--- src/rtl/pixel_packer_axis_pkg.sv ---
// Shared definitions for the pixel packer: pixel format encodings and per-format byte counts.
// Latency: n/a (types, constants and a pure function only).
// Backpressure: n/a.
package pixel_pkg;

  // Pixel format encodings as carried on the mode input. Encoding 3 is
  // reserved and falls back to RGB888 everywhere it is decoded.
  localparam logic [1:0] PIX_RGB888   = 2'd0;
  localparam logic [1:0] PIX_RGBX8888 = 2'd1;
  localparam logic [1:0] PIX_RGB565   = 2'd2;

  // Largest number of bytes a single pixel can contribute.
  localparam int MAX_BPP = 4;

  // Formatted pixel: element 0 is the lowest-address byte on the stream.
  typedef logic [MAX_BPP-1:0][7:0] pix_bytes_t;

  // Bytes emitted per pixel for a given format.
  function automatic logic [2:0] bytes_per_pixel(input logic [1:0] mode);
    case (mode)
      PIX_RGBX8888: return 3'd4;
      PIX_RGB565:   return 3'd2;
      default:      return 3'd3;
    endcase
  endfunction

endpackage

--- src/rtl/pixel_packer_axis_formatter.sv ---
// Formats one RGB pixel into up to four stream bytes plus a byte count.
// Latency: purely combinational, zero cycles.
// Backpressure: none; the caller decides when the result is consumed.
//
// Ports:
//   mode      pixel format (pixel_pkg encodings, 3 decodes as RGB888)
//   r, g, b   pixel colour components
//   pix_bytes formatted bytes, element 0 is sent first
//   bpp       number of valid bytes in pix_bytes (2, 3 or 4)
module pixel_formatter
  import pixel_pkg::*;
(
  input  logic [1:0] mode,
  input  logic [7:0] r,
  input  logic [7:0] g,
  input  logic [7:0] b,
  output pix_bytes_t pix_bytes,
  output logic [2:0] bpp
);

  logic [15:0] rgb565;

  always_comb begin
    rgb565    = {r[7:3], g[7:2], b[7:3]};
    bpp       = bytes_per_pixel(mode);
    pix_bytes = '0;
    case (mode)
      // Padding byte is forced to zero so the DMA sees a clean X channel.
      PIX_RGBX8888: pix_bytes = {8'h00, r, b, g};
      // 16-bit word goes out little-endian: low byte first.
      PIX_RGB565:   pix_bytes = {16'h0000, rgb565};
      default:      pix_bytes = {8'h00, r, b, g};
    endcase
  end

endmodule

--- src/rtl/pixel_packer_axis.sv ---
// Packs formatted RGB pixels into OUT_BYTES-wide AXI4-Stream words with tlast/tuser framing.
// Latency: a word is registered out the cycle after the accumulator holds it, i.e. tvalid rises the cycle after the completing pixel is taken.
// Backpressure: in_stream_ready falls when the accumulator cannot absorb another pixel or while a line end drains; output holds stable under tready=0.
//
// Ports:
//   aclk, aresetn           clock, asynchronous active-low reset
//   mode                    pixel format, sampled only on an accepted sof pixel
//   r, g, b, valid, sof, eol  pixel input; accepted when valid && in_stream_ready
//   in_stream_ready         pixel input ready (combinational from out_stream_tready)
//   out_stream_*            AXI4-Stream master, byte 0 in tdata[7:0]
module pixel_packer_axis
  import pixel_pkg::*;
#(
  parameter int OUT_BYTES = 4,
  parameter int FILL_W    = $clog2(2*OUT_BYTES)+1
) (
  input  logic                   aclk,
  input  logic                   aresetn,
  input  logic [1:0]             mode,
  input  logic [7:0]             r,
  input  logic [7:0]             g,
  input  logic [7:0]             b,
  input  logic                   valid,
  output logic                   in_stream_ready,
  input  logic                   sof,
  input  logic                   eol,
  output logic [8*OUT_BYTES-1:0] out_stream_tdata,
  output logic [OUT_BYTES-1:0]   out_stream_tkeep,
  output logic                   out_stream_tlast,
  output logic                   out_stream_tuser,
  output logic                   out_stream_tvalid,
  input  logic                   out_stream_tready
);

  localparam int              ACC_BYTES = 2*OUT_BYTES;
  localparam logic [FILL_W-1:0] OB_F    = FILL_W'(OUT_BYTES);

  // Accumulator: byte 0 is the oldest byte, fill_q counts valid bytes.
  logic [ACC_BYTES-1:0][7:0] acc_q;
  logic [ACC_BYTES-1:0][7:0] acc_shift;
  logic [ACC_BYTES-1:0][7:0] acc_d;
  logic [FILL_W-1:0]         fill_q;
  logic [FILL_W-1:0]         fill_d;
  logic                      eol_pending_q;
  logic                      sof_pending_q;
  logic [1:0]                mode_q;

  logic [1:0]                pix_mode;
  pix_bytes_t                pix_bytes;
  logic [2:0]                bpp;

  logic                      slot_free;
  logic                      drain;
  logic                      accept;
  logic                      accept_sof;
  logic [FILL_W-1:0]         take;
  logic [FILL_W-1:0]         rem;
  logic [FILL_W-1:0]         base;
  logic [FILL_W-1:0]         off;

  logic [OUT_BYTES-1:0][7:0] word_dat;
  logic [OUT_BYTES-1:0]      word_keep;

  // An accepted sof pixel is already formatted in its own mode.
  assign pix_mode = sof ? mode : mode_q;

  pixel_formatter u_formatter (
    .mode      (pix_mode),
    .r         (r),
    .g         (g),
    .b         (b),
    .pix_bytes (pix_bytes),
    .bpp       (bpp)
  );

  // Drain a full word, or the leftover of a finished line, whenever the
  // output register is empty or being emptied this cycle.
  assign slot_free = !out_stream_tvalid || out_stream_tready;
  assign drain     = slot_free && ((fill_q >= OB_F) || (eol_pending_q && (fill_q != '0)));
  assign take      = !drain ? '0 : ((fill_q >= OB_F) ? OB_F : fill_q);
  assign rem       = fill_q - take;

  // After this cycle's drain fewer than OUT_BYTES bytes remain, so one more
  // pixel (at most MAX_BPP <= OUT_BYTES bytes) always fits in 2*OUT_BYTES.
  // While a line end is pending, input stalls so the line closes cleanly.
  assign in_stream_ready = aresetn && !eol_pending_q && (rem < OB_F);
  assign accept          = valid && in_stream_ready;
  assign accept_sof      = accept && sof;

  // New pixel lands right after the surviving bytes; a frame start throws
  // away any partial line and restarts at byte 0.
  assign base = accept_sof ? '0 : rem;

  always_comb begin
    acc_shift = acc_q >> {take, 3'b000};
    acc_d     = acc_shift;
    off       = '0;
    for (int j = 0; j < ACC_BYTES; j++) begin
      off = FILL_W'(j) - base;
      if (accept && (FILL_W'(j) >= base) && (off < FILL_W'(bpp))) begin
        acc_d[j] = pix_bytes[off[1:0]];
      end
    end
  end

  assign fill_d = accept ? (base + FILL_W'(bpp)) : rem;

  // Outgoing word: lowest `take` bytes, unused lanes forced to zero.
  always_comb begin
    for (int i = 0; i < OUT_BYTES; i++) begin
      word_keep[i] = (FILL_W'(i) < take);
      word_dat[i]  = word_keep[i] ? acc_q[i] : 8'h00;
    end
  end

  always_ff @(posedge aclk or negedge aresetn) begin
    if (!aresetn) begin
      acc_q             <= '0;
      fill_q            <= '0;
      eol_pending_q     <= 1'b0;
      sof_pending_q     <= 1'b0;
      mode_q            <= PIX_RGB888;
      out_stream_tdata  <= '0;
      out_stream_tkeep  <= '0;
      out_stream_tlast  <= 1'b0;
      out_stream_tuser  <= 1'b0;
      out_stream_tvalid <= 1'b0;
    end else begin
      acc_q  <= acc_d;
      fill_q <= fill_d;

      if (accept_sof) begin
        mode_q <= mode;
      end

      // Setting wins: the eol pixel cannot arrive while a line end is pending,
      // but a regular drain emptying the buffer may coincide with it.
      if (accept && eol) begin
        eol_pending_q <= 1'b1;
      end else if (drain && (rem == '0)) begin
        eol_pending_q <= 1'b0;
      end

      // A word drained alongside a new sof belongs to the old frame, so the
      // flag set by this sof must survive that drain.
      if (accept_sof) begin
        sof_pending_q <= 1'b1;
      end else if (drain) begin
        sof_pending_q <= 1'b0;
      end

      if (drain) begin
        out_stream_tdata  <= word_dat;
        out_stream_tkeep  <= word_keep;
        out_stream_tlast  <= eol_pending_q && (rem == '0);
        out_stream_tuser  <= sof_pending_q;
        out_stream_tvalid <= 1'b1;
      end else if (out_stream_tready) begin
        out_stream_tvalid <= 1'b0;
      end
    end
  end

endmodule

--- config.mk ---
export PLATFORM = sky130hd
export DESIGN_NAME = pixel_packer_axis
export DESIGN_NICKNAME = d
export VERILOG_FILES = /design/src/rtl/pixel_packer_axis_pkg.sv /design/src/rtl/pixel_packer_axis_formatter.sv /design/src/rtl/pixel_packer_axis.sv
export SDC_FILE = /design/constraint.sdc
export NUM_CORES = 1
export LEC_CHECK = 0
export BUFFER_PORTS_ARGS = -buffer_cell sky130_fd_sc_hd__buf_2
export CAP_MARGIN = 25
export CORE_AREA = 2 2 202 164
export CTS_BUF_LIST = sky130_fd_sc_hd__clkbuf_4
export DETAILED_ROUTE_END_ITERATION = 8
export DIE_AREA = 0 0 204 166
export PLACE_DENSITY_LB_ADDON = 0.1
export SYNTH_ARGS = -nofsm -noshare
export SYNTH_HDL_FRONTEND = slang
export SYNTH_HIERARCHICAL = 1
export SYNTH_SLANG_ARGS = --single-unit
--- constraint.sdc ---
create_clock -name aclk -period 7.69 [get_ports aclk]
set_input_delay 1.538 -clock aclk [delete_from_list [all_inputs] [get_ports aclk]]
set_output_delay 1.538 -clock aclk [all_outputs]
set_load 0.005 [all_outputs]
==> metrics.md <==
| Metric | Value |
|---|---|
| FF+latch count, synth | 111 |
| Hold_buf cts | 0 |
| Pin count of the biggest net entering global routing | 68 |
| IO Pins | 72 |
| RSZ-0062 raised after global routing | no |
| Post-Route WL | 25900 microns |
| Die area | 33900 sq um |
| Register share of total power | 27.1% |
| Met3 wire length | 629 microns |
| H-tree level count | 3 |
| Worst hold path class | flip-flop to flip-flop |
| Pins Over Slew Limit | 0 |
| Root buffer cell | clkbuf_4 |
| Critical path, cell by cell | buf_2 -> nand2b_1 -> nand4_1 -> inv_2 -> ha_1 -> fa_2 -> xor2_2 -> buf_4 -> and4_4 -> and2_2 -> a21oi_1 -> buf_4 -> inv_1 -> ha_1 -> ha_1 -> nor2b_1 -> o21ai_0 -> nand3b_1 -> or3_1 -> mux2_2 |
| DIE WIDTH | 204 microns |
| Critical Path RT | 8.11 ns |
| Setup_tns | 0 ns |
| Run status | complete, no violations |
| Max layer used | met5 |
| Seq/Total Area, Yosys | 36.9% |
| Syn Area/Cell | 9.05 sq um |
| CP max stage cell | ha_1 |
| Crit end category | flip-flop |
| Critical R2R Capture | acc_q[0] |
| GPL Wtd Cong | 0.766 |
| Nets@finish | 929 |
| Starting Density | 23.5% |
| Area grow syn2layout | 12.4% |
| Routed length per placed instance | 19.8 microns |
| WP data arrival | 6.23 ns |
| Longest Clk Path Bufs | 2 |
| Number of flops mapped to enable cells by yosys | 0 |
| Vias per inst | 4.80 |
| Max frequency | 172 MHz |
| Synth top area share | 36.9% |
| Final period utilization | 75.4% |
| Clk pwr share | 7.9% |
| Storage cell area | 2780 sq um |
| CP most frequent cell | ha_1 |
| Final Worst Setup Slack | 1.89 ns |
| Netlist cell types | 51 |
| PwrDens | 424 nW/um^2 |
| Cells on worst reg2reg path | 19 |
| Max IR drop VDD | 0.000175 V |
| Fillers | 3499 |
| Post-DP HPWL | 18500 microns |
| Clk Latency, worst-skew pair | 0.53 ns |
| Worst-Margin Slew | 0.990 ns |
| Psw | 0.00180 W |
| Commonest cells post-synth | 158 x nand2_1, 111 x dfrtp_1, 55 x o21ai_0 |
| Leakage | 4.01 nW |
| Synth area leaders | dfrtp_1 37%, nand2_1 7.9%, mux2_2 6.9% |
| Initial antenna violation count | 1 |
| Gate Count Post-Synth | 832 |
| Total track usage | 15.6% |
| Post-route ant nets | 0 |
| Beginning of the worst hold path | out_stream_tkeep[0] |
| Buf/Inv on CP | 5 |
| Clock sinks | 111 |
| Setup Viol. Count Final | 0 |
| Worst setup path class | input pin to flip-flop |
| Startpoint Class | input pin |
| Rows | 59 |
| CTS tree | done |
| CTS buffer count | 9 |
| Netlist Area Pre-Place | 7530 sq um |
| Routed length on met2 | 12600 microns |
| Combinational power share | 64.9% |
| Pre-CTS setup slack | 1.32 ns |
| Internal power | 0.00179 W |
| Layout cells sized above 1 | 22.2% |
| Area occupied by multi-input gates | 4380 sq um |
| Post-cts resize count | 0 |
| Clock slew at reported path FFs | 0.17 ns |
| DRC violation total after the first TritonRoute iteration | 432 |
| Top FF cell, synth | dfrtp_1 |
| Reg2reg setup slack | 2.38 ns |
| Worst path top cell family by delay | simple AND/OR/NAND/NOR gates |
| Rel. slew slack | 33.5% |
| PortBufs | 71 |
| Endpoint, Worst Hold | out_stream_tkeep[0] |
| First-pass DRT Iterations | 5 |
| Max-cap violation count | 0 |
| Clk_skew | 0.0301 ns |
| N_diodes | 0 |
| Vias in the first global route | 6460 |
| Hold Path Depth | 1 |
| CP max FO | 11 |
| M1 wire length | 12200 microns |
| First-pass GRT wire length | 40300 microns |
| DR vias | 6276 |
| Setup Fix Bufs, Post-CTS | 0 |
| Slowest stage delay, CP | 0.61 ns |
| Asr flop ratio synth | 100% |
| Sw frac | 50.2% |
| Hold Vio Cnt, Final | 0 |
| Count leader, synth | nand2_1 |
| Synthesis Warnings | 6 |
| Synth area leader | dfrtp_1 |
| Final Critical Period | 5.80 ns |
| Die Height | 166 microns |
| Reg-to-reg startpoint | fill_q[3] |
| Drt drc | 0 |
| CORE AREA | 32000 sq um |
| Total grt overflow | 0 |
[placed cells by master, fill, tap and decap left out, types with 8 or more instances in the layout]
master | Yosys | routed
buf_2 | 8 | 70
dfrtp_1 | 111 | 111
nand2_1 | 158 | 157
a22o_1 | 37 | 37
buf_4 | 9 | 20
mux2_4 | 20 | 20
mux4_2 | 8 | 8
o221ai_1 | 8 | 8
nor2_1 | 48 | 47
a31oi_1 | 8 | 8
mux2_2 | 46 | 46
a22oi_1 | 8 | 8
a211oi_1 | 9 | 9
nor3_1 | 16 | 16
inv_1 | 24 | 24
a21o_1 | 13 | 13
nand3_1 | 10 | 10
clkbuf_4 | 0 | 10
nor2b_1 | 19 | 19
conb_1 | 1 | 8
o21ai_0 | 55 | 55
a21oi_1 | 54 | 54
mux2i_1 | 37 | 37
a221oi_1 | 19 | 19
ha_1 | 19 | 19
[cell families after synthesis]
kind of cell / Yosys count / synth area share [%]
AOI/OAI and AO/OA: 220 / 19.4
xor gates and xnor gates: 7 / 1.01
adders and majority gates: 21 / 3.69
buffers and inverters: 92 / 5.50
DFF: 111 / 36.9
muxes: 111 / 18.2
other: 1 / 0.0498
and+or+nand+nor: 269 / 15.3
[per-layer routing]
metal / vias up / GRT usage, %
li1: 3032 / -
met1: 3140 / 20.9
met2: 79 / 26.4
met3: 23 / 2.55
met4: 2 / 3.40
met5: - / 0
[worst max path at each step]
stage                      startpoint  endpoint  slack (ns)  cells past startpoint
floorplan           out_stream_tready  acc_q[0]        1.58                     20
global placement    out_stream_tready  acc_q[3]        1.38                     20
detailed placement  out_stream_tready  acc_q[0]        1.32                     20
CTS                 out_stream_tready  acc_q[0]        1.90                     20
global route        out_stream_tready  acc_q[6]        1.60                     19
finish              out_stream_tready  acc_q[0]        1.89                     20
[state kept, by name, summed over array words and instances, names as in the netlist]
register           flops
acc_q                 64
eol_pending_q          1
fill_q                 4
mode_q                 2
out_stream_tdata      32
out_stream_tkeep       4
out_stream_tlast       1
out_stream_tuser       1
out_stream_tvalid      1
sof_pending_q          1
[power by group through the flow]
stage	clock [W]	sequential, W	combinational (W)
2_1_floorplan	0	0.000919	0.00162
3_3_place_gp	0	0.000997	0.00240
3_5_place_dp	0	0.000992	0.00237
4_1_cts	0.000303	0.000980	0.00238
5_1_grt	0.000326	0.00100	0.00260
6_report	0.000285	0.000975	0.00233
[layout make-up]
class                      instances  share of cell area, %
timing repair buffer              92                   6.57
inverter                          26                   1.18
clock inverter                     6                  0.414
tap                              427                   6.31
clock buffer                      10                  0.887
multi-input combinational        636                   51.8
sequential                       111                   32.8
[metrics by stage]
step | utilization [%] | area, sq um | hold WS (ns) | instances | power (W)
floorplan | - | 7560 | 0.442 | 839 | 0.00254
global placement | 25.9 | 8300 | 0.446 | 1290 | 0.00339
detailed placement | 26.0 | 8320 | 0.450 | 1291 | 0.00336
CTS | 26.3 | 8430 | 0.490 | 1307 | 0.00366
global route | 26.4 | 8460 | 0.521 | 1308 | 0.00393
finish | 26.4 | 8460 | 0.488 | 1308 | 0.00359
(Power assumes the default switching activity.)
